`src/rtl/seg_scan_decoder.sv`:
```
// Recovers the digits shown on a multiplexed 7-segment display by sampling
// (seg, sel) once they have been stable, and publishes complete 4-digit frames.
module seg_scan_decoder #(
    parameter logic [15:0] STABLE_CYC = 16'd100
) (
    input  logic        sys_clk,
    input  logic        sys_rst_n,
    input  logic [7:0]  seg_in,
    input  logic [3:0]  sel_in,
    output logic [15:0] digits,
    output logic [3:0]  blank,
    output logic        frame_valid,
    output logic        code_err,
    output logic        sel_err
);

    typedef struct packed {
        logic [7:0] seg;
        logic [3:0] sel;
    } scan_t;

    localparam scan_t SCAN_RST = '{seg: 8'hFF, sel: 4'h0};

    scan_t            s1, s2, p;
    logic [15:0]      cnt;
    logic [3:0][3:0]  wrk, wrk_nxt;
    logic [3:0]       wblank, wblank_nxt;
    logic [3:0]       seen, seen_nxt;

    logic       changed, sample;
    logic       sel_idle, sel_multi;
    logic       dec_ok, dec_blank;
    logic [3:0] dec_val;

    assign changed   = (s2 != p);
    assign sample    = !changed && (cnt == STABLE_CYC - 16'd1);
    assign sel_idle  = (p.sel == 4'h0);
    assign sel_multi = ((p.sel & (p.sel - 4'd1)) != 4'h0);

    always_ff @(posedge sys_clk or negedge sys_rst_n) begin
        if (!sys_rst_n) begin
            s1  <= SCAN_RST;
            s2  <= SCAN_RST;
            p   <= SCAN_RST;
            cnt <= 16'd0;
        end else begin
            s1 <= '{seg: seg_in, sel: sel_in};
            s2 <= s1;
            p  <= s2;
            if (changed)
                cnt <= 16'd0;
            else if (cnt != STABLE_CYC)
                cnt <= cnt + 16'd1;
        end
    end

    // Exact 8-bit match; dp must be clear for every legal digit.
    always_comb begin
        dec_ok    = 1'b1;
        dec_blank = 1'b0;
        dec_val   = 4'h0;
        case (p.seg)
            8'hFC: dec_val = 4'h0;
            8'h60: dec_val = 4'h1;
            8'hDA: dec_val = 4'h2;
            8'hF2: dec_val = 4'h3;
            8'h66: dec_val = 4'h4;
            8'hB6: dec_val = 4'h5;
            8'hBE: dec_val = 4'h6;
            8'hE0: dec_val = 4'h7;
            8'hFE: dec_val = 4'h8;
            8'hF6: dec_val = 4'h9;
            8'hEE: dec_val = 4'hA;
            8'h3E: dec_val = 4'hB;
            8'h9C: dec_val = 4'hC;
            8'h7A: dec_val = 4'hD;
            8'h9E: dec_val = 4'hE;
            8'h8E: dec_val = 4'hF;
            8'hFF: dec_blank = 1'b1;
            default: dec_ok = 1'b0;
        endcase
    end

    always_comb begin
        wrk_nxt    = wrk;
        wblank_nxt = wblank;
        seen_nxt   = seen;
        for (int i = 0; i < 4; i++) begin
            if (p.sel[i]) begin
                wrk_nxt[i]    = dec_val;
                wblank_nxt[i] = dec_blank;
                seen_nxt[i]   = 1'b1;
            end
        end
    end

    always_ff @(posedge sys_clk or negedge sys_rst_n) begin
        if (!sys_rst_n) begin
            wrk         <= '0;
            wblank      <= 4'hF;
            seen        <= 4'h0;
            digits      <= 16'h0000;
            blank       <= 4'hF;
            frame_valid <= 1'b0;
            code_err    <= 1'b0;
            sel_err     <= 1'b0;
        end else begin
            frame_valid <= 1'b0;
            code_err    <= 1'b0;
            sel_err     <= 1'b0;
            if (sample && !sel_idle) begin
                if (sel_multi) begin
                    sel_err <= 1'b1;
                end else if (!dec_ok) begin
                    code_err <= 1'b1;
                end else begin
                    wrk    <= wrk_nxt;
                    wblank <= wblank_nxt;
                    // The completing sample goes straight into the published frame.
                    if (seen_nxt == 4'hF) begin
                        digits      <= wrk_nxt;
                        blank       <= wblank_nxt;
                        frame_valid <= 1'b1;
                        seen        <= 4'h0;
                    end else begin
                        seen <= seen_nxt;
                    end
                end
            end
        end
    end

endmodule

```
`config.mk`:
```
export PLATFORM = sky130hd
export DESIGN_NAME = seg_scan_decoder
export DESIGN_NICKNAME = d
export VERILOG_FILES = /design/src/rtl/seg_scan_decoder.sv
export SDC_FILE = /design/constraint.sdc
export NUM_CORES = 1
export LEC_CHECK = 0
export CORE_MARGIN = 2
export CORE_UTILIZATION = 50
export CTS_CLUSTER_DIAMETER = 50
export DETAILED_ROUTE_END_ITERATION = 12
export MAX_ROUTING_LAYER = met4
export PLACE_DENSITY = 0.73
export SLEW_MARGIN = 20
export SYNTH_ARGS = -nofsm -noshare
export SYNTH_HDL_FRONTEND = slang
export SYNTH_SLANG_ARGS = --single-unit
```
`constraint.sdc`:
```
create_clock -name sys_clk -period 3.5 [get_ports sys_clk]
set_clock_uncertainty 0.15 [all_clocks]
set_input_delay 0.525 -clock sys_clk [delete_from_list [all_inputs] [get_ports sys_clk]]
set_output_delay 0.525 -clock sys_clk [all_outputs]
set_load 0.03 [all_outputs]
```
==> results.sh, run 1 <==
export IMPL_fin_total_pwr_uw=2100
export IMPL_viasPerCell=5.42
export IMPL_numPortBuffers=36
export IMPL_synth_seq_cells=99
export IMPL_worst_path_buf_inv=0
export IMPL_maxCapViolations=0
export IMPL_numCtsBuffers=9
export IMPL_drive_gt1_frac=0.265
export IMPL_tightest_slew_ns=0.771
export IMPL_clk_pin_slew_ns=0.10
export IMPL_finalSetupViolCount=0
export IMPL_p_seq_frac=0.577
export IMPL_tns_ns=0
export IMPL_drc=0
export IMPL_dpl_hpwl_um=5300
export IMPL_pwr_share_clk=0.376
export IMPL_overflow=0
export IMPL_fin_area_sq_um=5110
export IMPL_core_area_sq_um=8720
export IMPL_rows=34
export IMPL_power_density_nw_per_um2=410
export IMPL_worstPathArrival_ns=3.22
export IMPL_die_h_um=98.8
export IMPL_drt_wl_total_um=7760
export IMPL_track_usage=0.177
export IMPL_io_pins=37
export IMPL_dpl_cell_area_sq_um=4890
export IMPL_clock_path_buffers=2
export IMPL_path_cells="nor4_1 -> nand4_1 -> or3b_1 -> nor3_4 -> nand3_2 -> mux2_4"
export IMPL_clock_sinks=99
export IMPL_grt_max_degree=51
export IMPL_synthesis_instances=361
export IMPL_grt_pass1_wl_um=13400
export IMPL_crit_fanout=20
export IMPL_nFillCells=718
export IMPL_ys_types=50
export IMPL_clock_fmax_mhz=321
export IMPL_p_comb_frac=0.048
export IMPL_status="complete, no violations"
export IMPL_post_cts_buffers=0
export IMPL_num_vias=2732
export IMPL_clock_latency_ns=0.37
export IMPL_worst_ep_required_time_ns=3.60
export IMPL_drt_iter0_markers=187
export IMPL_antenna_cells=0
export IMPL_initial_core_util=0.516
export IMPL_seq_area_frac_synth=0.560
export IMPL_rsz0062_at_grt="no"
export IMPL_yosysWarnings=0
export IMPL_fin_cells=504
export IMPL_critPathTopFamily="simple AND/OR/NAND/NOR gates"
export IMPL_postRouteAntennaNets=0
export IMPL_start_kind="flip-flop"
export IMPL_holdBufCountCts=0
export IMPL_wl_per_cell_um=15.4
export IMPL_p_leak_uw=0.00225
export IMPL_syn_area_per_cell_sq_um=12.5
export IMPL_cpPeakStageDelay_ns=0.62
export IMPL_cts_tree="yes"
export IMPL_syn_nets=377
export IMPL_hp_class="input pin to asynchronous set/reset pin"
export IMPL_synthesis_area_sq_um=4500
export IMPL_antenna_found_initial=0
export IMPL_dr_pass1_iters=4
export IMPL_final_hold_viol_count=0
export IMPL_htreeDepth=3
export IMPL_dpl_cell_count=488
export IMPL_slew_viol_final=0
export IMPL_fp_dieW_um=98.8
export IMPL_maxSlewHeadroom=0.483
export IMPL_swShare=0.244
export IMPL_place_gp_congestion=0.875
export IMPL_fp_dieArea_sq_um=9770
export IMPL_internal_power_uw=1590
export IMPL_root_buffer="clkbuf_8"
export IMPL_worstSetupPathType="flip-flop to flip-flop"
export IMPL_first_global_vias=2688
export IMPL_crit_slowest_cell="nand3_2"
export IMPL_p_switching_uw=510
export IMPL_crit_path_end_kind="flip-flop"
export IMPL_cts_repair_resized=0
export IMPL_period_share=0.891
export IMPL_period_minus_slack_ns=3.12
export IMPL_final_nets=407
export IMPL_vdd_ir_drop_max_uv=204
export IMPL_synthToLayoutAreaGrowth_pct=13.6
per-layer routing:
metal / vias up / GRT usage / wire length, um
li1: 1312 / - / -
met3: 13 / 0.0461 / 310
met4: 0 / 0.0569 / 152
met2: 58 / 0.253 / 3570
met5: - / - / 0
met1: 1349 / 0.248 / 3730
synthesized netlist by cell type (all sizes together):
| library cell | count | share of area |
|---|---|---|
| or3 | 2 | 0.0028 |
| o32ai | 2 | 0.0056 |
| a21boi | 1 | 0.0017 |
| ha | 2 | 0.0056 |
| or4 | 1 | 0.0017 |
| clkbuf | 8 | 0.0067 |
| nor2b | 1 | 0.0014 |
| nand4bb | 2 | 0.0050 |
| buf | 14 | 0.024 |
| or4b | 1 | 0.0022 |
| nand2b | 3 | 0.0042 |
| xnor2 | 5 | 0.0097 |
| a21oi | 21 | 0.023 |
| maj3 | 1 | 0.0022 |
| o21ai | 4 | 0.0044 |
| nand4b | 3 | 0.0058 |
| a31oi | 5 | 0.0070 |
| o41ai | 1 | 0.0019 |
| mux2 | 44 | 0.14 |
| inv | 4 | 0.0033 |
| nor4b | 1 | 0.0019 |
| a21o | 1 | 0.0017 |
| a211oi | 4 | 0.0067 |
| o22ai | 3 | 0.0042 |
| nor2 | 48 | 0.040 |
| nor4 | 7 | 0.013 |
| mux2i | 1 | 0.0022 |
| nand2 | 15 | 0.013 |
| dfstp | 32 | 0.19 |
| and3 | 5 | 0.0070 |
| or3b | 3 | 0.0058 |
| nand4 | 2 | 0.0028 |
| o21ba | 1 | 0.0022 |
| o2bb2ai | 1 | 0.0019 |
| nand3 | 10 | 0.013 |
| dfrtp | 67 | 0.37 |
| xor2 | 22 | 0.043 |
| and2 | 4 | 0.0061 |
| nand3b | 2 | 0.0033 |
| nor3 | 6 | 0.0092 |
| o32a | 1 | 0.0022 |
logic make-up (layout without fill, tap and decap cells):
| group | after synthesis | in the layout | synth area share |
|---|---|---|---|
| xor gates and xnor gates | 27 | 27 | 0.0526 |
| and+or+nand+nor | 116 | 116 | 0.138 |
| DFF | 99 | 99 | 0.560 |
| adders and majority gates | 3 | 3 | 0.00779 |
| buffers and inverters | 26 | 61 | 0.0337 |
| AOI/OAI and AO/OA | 45 | 45 | 0.0629 |
| muxes | 45 | 45 | 0.146 |
flip-flops by register name (all words and copies together), names as in the netlist:
| register | flops |
|---|---|
| blank | 4 |
| cnt | 16 |
| code_err | 1 |
| digits | 16 |
| frame_valid | 1 |
| p | 12 |
| s1 | 12 |
| s2 | 12 |
| seen | 4 |
| sel_err | 1 |
| wblank | 4 |
| wrk | 16 |
per-stage QoR:
step / hold WS [ns] / utilization / setup WS (ns)
2_1_floorplan: 0.0794 / - / 0.975
3_3_place_gp: 0.185 / 0.561 / 0.447
3_5_place_dp: 0.186 / 0.561 / 0.356
4_1_cts: 0.0251 / 0.586 / 0.324
5_1_grt: 0.0440 / 0.586 / 0.161
6_report: 0.0101 / 0.586 / 0.381
worst reg2reg max path, stage by stage (launching register included):
cell     delay (ns)
dfrtp_1        0.42
nor4_1         0.32
nand4_1        0.16
or3b_1         0.49
nor3_4         0.31
nand3_2        0.62
mux2_4         0.53
cell type report:
type / count / area, sq um / share of cell area
clock inverters: 6 / 78.8 / 0.0154
flip-flops and latches: 99 / 2520 / 0.493
well taps: 108 / 135 / 0.0265
clock buffers: 10 / 138 / 0.0269
inverters: 4 / 15.0 / 0.00294
multi-input cells: 236 / 1830 / 0.358
repair buffers: 41 / 395 / 0.0774
power groups by stage:
stage	registers, uW	logic (uW)	clock network, uW
after global placement	1230	99.6	0
after global routing	1210	114	858
after CTS	1210	102	804
after detailed placement	1230	102	0
final	1210	99.8	788
after floorplan	1210	73.6	0
cells in the final DEF (no fill, tap or decap), types with 3 or more instances in the layout:
cell	Yosys	final
inv_1	4	4
nor3_1	5	5
nor4_1	5	5
mux2_4	40	40
o21ai_0	3	3
dfrtp_1	67	67
xnor2_1	5	5
nor2_1	48	48
and2_1	3	3
mux2_2	4	4
nand3_1	8	8
clkbuf_8	0	10
xor2_1	22	22
nand2_1	15	15
a21oi_1	21	21
nand2b_1	3	3
a31oi_1	5	5
or3b_1	3	3
clkdlybuf4s50_1	0	35
dfstp_2	32	32
o22ai_1	3	3
a211oi_1	4	4
nand4b_1	3	3
and3_1	5	5
buf_4	2	6
final timing paths:
kind,from,end,slack [ns],cells after the start
setup / recovery,cnt[13],digits[7],0.38,6
hold / removal,sys_rst_n,digits[0],0.01,1
hold reg to reg,s1[3],s2[3],0.21,0
max in group asynchronous,sys_rst_n,wblank[3],2.43,2
setup reg to reg,cnt[13],digits[7],0.38,6
min in group sys_clk,s1[3],s2[3],0.21,0
No activity file was read; power rests on OpenSTA's default activity.
==> run 2, diff against run 1 <==
--- a/config.mk
+++ b/config.mk
@@ -5,7 +5,7 @@
 export SDC_FILE = /design/constraint.sdc
 export NUM_CORES = 1
 export LEC_CHECK = 0
-export CORE_MARGIN = 2
+export CORE_MARGIN = 3
 export CORE_UTILIZATION = 50
 export CTS_CLUSTER_DIAMETER = 50
 export DETAILED_ROUTE_END_ITERATION = 12
==> run 2 against run 1 <==
  * Via count down 2.2%
  * Global-route usage down 0.78 points
  * Critical endpoint is now digits[1]
  * Routed wire length down 2.5%
  * Combinational power about the same
  * Setup slack better by 0.0074 ns
  * Worst hold slack better by 0.13 ns
  * Register-to-register slack about the same
  * Critical path type unchanged
==> results.sh, run 2 (synthesis gave the netlist of run 1 again) <==
export IMPL_status="complete, no violations"
export IMPL_core_area_sq_um=8460
export IMPL_final_hold_viol_count=0
export IMPL_postRouteAntennaNets=0
export IMPL_drt_iter0_markers=218
export IMPL_drt_met1_wl_um=3600
export IMPL_holdBufCountCts=0
export IMPL_maxCapViolations=0
export IMPL_top_layer="met4"
export IMPL_slew_viol_final=0
export IMPL_worstSetupPathType="flip-flop to flip-flop"
export IMPL_rsz0062_at_grt="no"
export IMPL_vdd_ir_drop_max_uv=265
export IMPL_first_global_vias=2715
export IMPL_worst_ep_required_time_ns=3.60
export IMPL_power_density_nw_per_um2=403
export IMPL_root_buffer="clkbuf_8"
export IMPL_multiInputGateArea_sq_um=1830
export IMPL_period_minus_slack_ns=3.11
export IMPL_drive_gt1_frac=0.263
export IMPL_crit_slowest_cell="dfstp_2"
export IMPL_critPathTopFamily="simple AND/OR/NAND/NOR gates"
export IMPL_tightest_slew_ns=0.919
export IMPL_hp_class="input pin to asynchronous set/reset pin"
export IMPL_initial_core_util=0.531
export IMPL_track_usage=0.169
export IMPL_start_kind="flip-flop"
export IMPL_tns_ns=0
export IMPL_numPortBuffers=36
export IMPL_clock_latency_ns=0.36
export IMPL_dpl_cell_area_sq_um=4880
export IMPL_p_leak_uw=0.00224
export IMPL_wl_per_cell_um=15.1
export IMPL_grt_max_degree=77
export IMPL_post_cts_buffers=0
export IMPL_clock_fmax_mhz=321
export IMPL_viasPerCell=5.34
export IMPL_place_gp_congestion=0.846
export IMPL_crit_path_end_kind="flip-flop"
export IMPL_fp_dieW_um=101
export IMPL_htreeDepth=3
export IMPL_path_cells="nand4bb_1 -> or3_1 -> o32ai_1 -> or4b_1 -> nand3_2 -> mux2_4"
export IMPL_clk_pin_slew_ns=0.09
export IMPL_grt_pass1_wl_um=13200
export IMPL_drc=0
export IMPL_layout_common_cells="67 x dfrtp_1, 48 x nor2_1, 40 x mux2_4"
export IMPL_crit_fanout=20
export IMPL_dr_wl_met3_um=332
export IMPL_antenna_found_initial=0
export IMPL_dr_pass1_iters=4
export IMPL_wl_met2_um=3590
export IMPL_dpl_hpwl_um=5070
export IMPL_num_vias=2671
export IMPL_cts_repair_resized=0
export IMPL_drt_wl_total_um=7570
export IMPL_synthToLayoutAreaGrowth_pct=13.2
export IMPL_die_h_um=101
export IMPL_overflow=0
export IMPL_maxSlewHeadroom=0.387
export IMPL_fin_area_sq_um=5090
export IMPL_regArea_sq_um=2520
export IMPL_clock_path_buffers=2
export IMPL_rows=33
export IMPL_clock_sinks=99
export IMPL_io_pins=37
export IMPL_cpPeakStageDelay_ns=0.67
export IMPL_final_nets=406
export IMPL_reg_top3="cnt: 16 flops, digits: 16 flops, wrk: 16 flops"
export IMPL_antenna_cells=0
export IMPL_cts_tree="yes"
export IMPL_worstPathArrival_ns=3.21
export IMPL_numCtsBuffers=9
export IMPL_worst_path_buf_inv=0
export IMPL_nFillCells=664
export IMPL_finalSetupViolCount=0
export IMPL_fp_dieArea_sq_um=10200
export IMPL_final_common_cell="dfrtp_1"
export IMPL_period_share=0.889
==> run 2: cell types whose count changed in the layout (fill, tap and decap cells not counted) <==
cell       delta
buf_4         -1
inv_6         +1
bufinv_16     -1
clkbuf_16     +1
clkinv_4      -1
==> run 2: worst paths after layout <==
path	start	slack [ns]	to	cells past startpoint
min reg2reg	s1[1]	0.20	s2[1]	0
max in group asynchronous	sys_rst_n	2.15	s2[4]	2
min in group sys_clk	s1[1]	0.20	s2[1]	0
min	sys_rst_n	0.14	digits[2]	1
max	p[9]	0.39	digits[1]	6
max reg2reg	p[9]	0.39	digits[1]	6
==> run 2: worst reg2reg max path, delay by kind of cell (launching register included) <==
| family | cells | cell delay, ns |
|---|---|---|
| AO/OA/AOI/OAI | 1 | 0.24 |
| multiplexers | 1 | 0.52 |
| flip-flops | 1 | 0.67 |
| AND/OR/NAND/NOR | 4 | 1.43 |
==> run 2: where the power goes <==
part | switching, uW | internal (uW)
Sequential | 28.7 | 1180
Combinational | 58.4 | 42.4
Clock | 408 | 338
Total | 495 | 1560
==> run 2: stage by stage <==
stage	total power, uW	hold slack [ns]	cells	utilization	setup WS [ns]
final	2050	0.141	500	0.602	0.388
after global routing	2150	0.212	500	0.602	0.0934
after CTS	2090	0.163	500	0.602	0.379
after detailed placement	1330	0.185	484	0.577	0.400
after global placement	1330	0.185	484	0.577	0.467
after floorplan	1280	0.0794	361	-	0.975
==> run 2: per-layer routing <==
layer | vias to the layer above | GRT usage
met5 | - | -
met1 | 1306 | 0.229
met2 | 52 | 0.256
met4 | 0 | 0.0466
li1 | 1309 | -
met3 | 4 | 0.0394
==> run 2: layout make-up <==
class / instances / area share
Tap cell: 105 / 0.0258
Inverter: 4 / 0.00295
Multi-Input combinational cell: 236 / 0.359
Clock inverter: 5 / 0.00958
Clock buffer: 11 / 0.0319
Timing Repair Buffer: 40 / 0.0762
Sequential cell: 99 / 0.494
==> run 3, diff against run 2 <==
--- a/config.mk
+++ b/config.mk
@@ -5,13 +5,12 @@
 export SDC_FILE = /design/constraint.sdc
 export NUM_CORES = 1
 export LEC_CHECK = 0
-export CORE_MARGIN = 3
 export CORE_UTILIZATION = 50
 export CTS_CLUSTER_DIAMETER = 50
 export DETAILED_ROUTE_END_ITERATION = 12
 export MAX_ROUTING_LAYER = met4
 export PLACE_DENSITY = 0.73
-export SLEW_MARGIN = 20
+export SKIP_LAST_GASP = 1
 export SYNTH_ARGS = -nofsm -noshare
 export SYNTH_HDL_FRONTEND = slang
 export SYNTH_SLANG_ARGS = --single-unit
==> run 3 against run 2 <==
  * Global-route usage grew 1.6 points
  * Non-clock buffer count shrank 1
  * Flip-flop and latch count stayed put
  * Final cell count grew 0.40%
  * Critical path depth up 1
  * First-iteration DRC count decreased by 44%
  * Critical path type unchanged
  * Critical endpoint is now digits[9]
==> results.sh, run 3 (synthesis gave the netlist of run 1 again) <==
export IMPL_rsz0062_at_grt="no"
export IMPL_cts_repair_resized=0
export IMPL_numCtsBuffers=9
export IMPL_root_buffer="clkbuf_8"
export IMPL_hp_class="input pin to asynchronous set/reset pin"
export IMPL_p_seq_frac=0.582
export IMPL_synthToLayoutAreaGrowth_pct=13.3
export IMPL_clock_path_buffers=2
export IMPL_antenna_found_initial=0
export IMPL_grt_pass1_wl_um=13400
export IMPL_critPathTopFamily="simple AND/OR/NAND/NOR gates"
export IMPL_crit_slowest_cell="dfstp_2"
export IMPL_track_usage=0.185
export IMPL_finalSetupViolCount=0
export IMPL_overflow=0
export IMPL_vdd_ir_drop_max_uv=212
export IMPL_fin_area_sq_um=5090
export IMPL_post_cts_buffers=0
export IMPL_fin_util=0.584
export IMPL_drt_iter0_markers=123
export IMPL_worstSetupPathType="flip-flop to flip-flop"
export IMPL_tns_ns=0
export IMPL_io_pins=37
export IMPL_nFillCells=705
export IMPL_numPortBuffers=36
export IMPL_die_h_um=96.8
export IMPL_clk_pin_slew_ns=0.10
export IMPL_p_leak_uw=0.00224
export IMPL_layout_common_cells="67 x dfrtp_1, 48 x nor2_1, 40 x mux2_4"
export IMPL_power_density_nw_per_um2=409
export IMPL_internal_power_uw=1570
export IMPL_final_common_cell="dfrtp_1"
export IMPL_slew_viol_final=0
export IMPL_worstPathArrival_ns=2.97
export IMPL_cpPeakStageDelay_ns=0.66
export IMPL_num_vias=2703
export IMPL_final_hold_viol_count=0
export IMPL_fp_dieW_um=96.8
export IMPL_r2r_start="p[4]"
export IMPL_final_nets=405
export IMPL_fin_hold_ws_ns=0.188
export IMPL_wl_per_cell_um=15.5
export IMPL_maxCapViolations=0
export IMPL_dpl_cell_area_sq_um=4880
export IMPL_pwr_share_clk=0.373
export IMPL_initial_core_util=0.516
export IMPL_first_global_vias=2755
export IMPL_drc=0
export IMPL_clock_latency_ns=0.37
export IMPL_swShare=0.244
export IMPL_viasPerCell=5.38
export IMPL_start_kind="flip-flop"
export IMPL_postRouteAntennaNets=0
export IMPL_p_comb_frac=0.046
export IMPL_drt_wl_total_um=7780
export IMPL_holdBufCountCts=0
export IMPL_period_share=0.817
export IMPL_crit_fanout=20
export IMPL_status="complete, no violations"
export IMPL_cp_startpoint="p[4]"
export IMPL_grt_max_degree=87
export IMPL_period_minus_slack_ns=2.86
export IMPL_maxSlewHeadroom=0.303
export IMPL_clock_sinks=99
export IMPL_path_cells="nand4b_1 -> nor2_1 -> o32ai_2 -> or4b_1 -> nand3_2 -> buf_4 -> mux2_4"
export IMPL_place_gp_congestion=0.904
export IMPL_worst_ep_required_time_ns=3.61
export IMPL_core_area_sq_um=8720
export IMPL_fp_dieArea_sq_um=9380
export IMPL_worst_path_buf_inv=1
export IMPL_rows=34
export IMPL_dr_pass1_iters=4
export IMPL_htreeDepth=3
export IMPL_crit_path_end_kind="flip-flop"
export IMPL_cts_tree="yes"
export IMPL_drive_gt1_frac=0.261
export IMPL_dpl_hpwl_um=5190
export IMPL_p_switching_uw=507
export IMPL_clock_fmax_mhz=350
export IMPL_tightest_slew_ns=1.05
export IMPL_antenna_cells=0
export IMPL_reg_top3="cnt: 16 flops, digits: 16 flops, wrk: 16 flops"
run 3: final timing paths:
path,end,slack (ns),cells after the start
max in group asynchronous,p[8],2.18,2
max,digits[9],0.64,7
max reg2reg,digits[9],0.64,7
min,digits[0],0.19,1
min reg2reg,s2[2],0.21,0
min in group sys_clk,s2[2],0.21,0
run 3: area by class of cell:
| type | instances | area [sq um] | area share |
|---|---|---|---|
| Clock buffer | 11 | 174 | 0.0341 |
| Inverter | 4 | 15.0 | 0.00295 |
| Timing Repair Buffer | 39 | 380 | 0.0747 |
| Tap cell | 108 | 135 | 0.0265 |
| Multi-Input combinational cell | 236 | 1830 | 0.359 |
| Clock inverter | 5 | 43.8 | 0.00860 |
| Sequential cell | 99 | 2520 | 0.494 |
run 3: power groups by stage:
stage	logic (uW)	clock network (uW)	registers, uW
2_1_floorplan	73.6	0	1210
3_3_place_gp	94.9	0	1230
3_5_place_dp	97.0	0	1230
4_1_cts	97.9	806	1210
5_1_grt	108	854	1220
6_report	95.1	776	1210
run 3: routing by layer:
metal | share of wire | vias up | GRT usage
met3 | 0.037 | 11 | 0.0527
met2 | 0.48 | 56 | 0.282
met1 | 0.47 | 1332 | 0.239
li1 | - | 1304 | -
met5 | 0 | - | -
met4 | 0.014 | 0 | 0.0608
run 3: worst register-to-register path: cells and delay by family, from the launching register on:
kind                   cells  cell delay [ns]
multiplexers               1             0.35
flip-flops                 1             0.66
AND/OR/NAND/NOR            4             1.04
AO/OA/AOI/OAI              1             0.22
buffers and inverters      1             0.34
run 3: per-stage QoR:
step | setup slack [ns] | cells | power (uW)
after global routing | 0.469 | 502 | 2180
after CTS | 0.638 | 502 | 2120
after detailed placement | 0.659 | 486 | 1330
after global placement | 0.695 | 486 | 1330
final | 0.639 | 502 | 2080
after floorplan | 0.975 | 361 | 1280
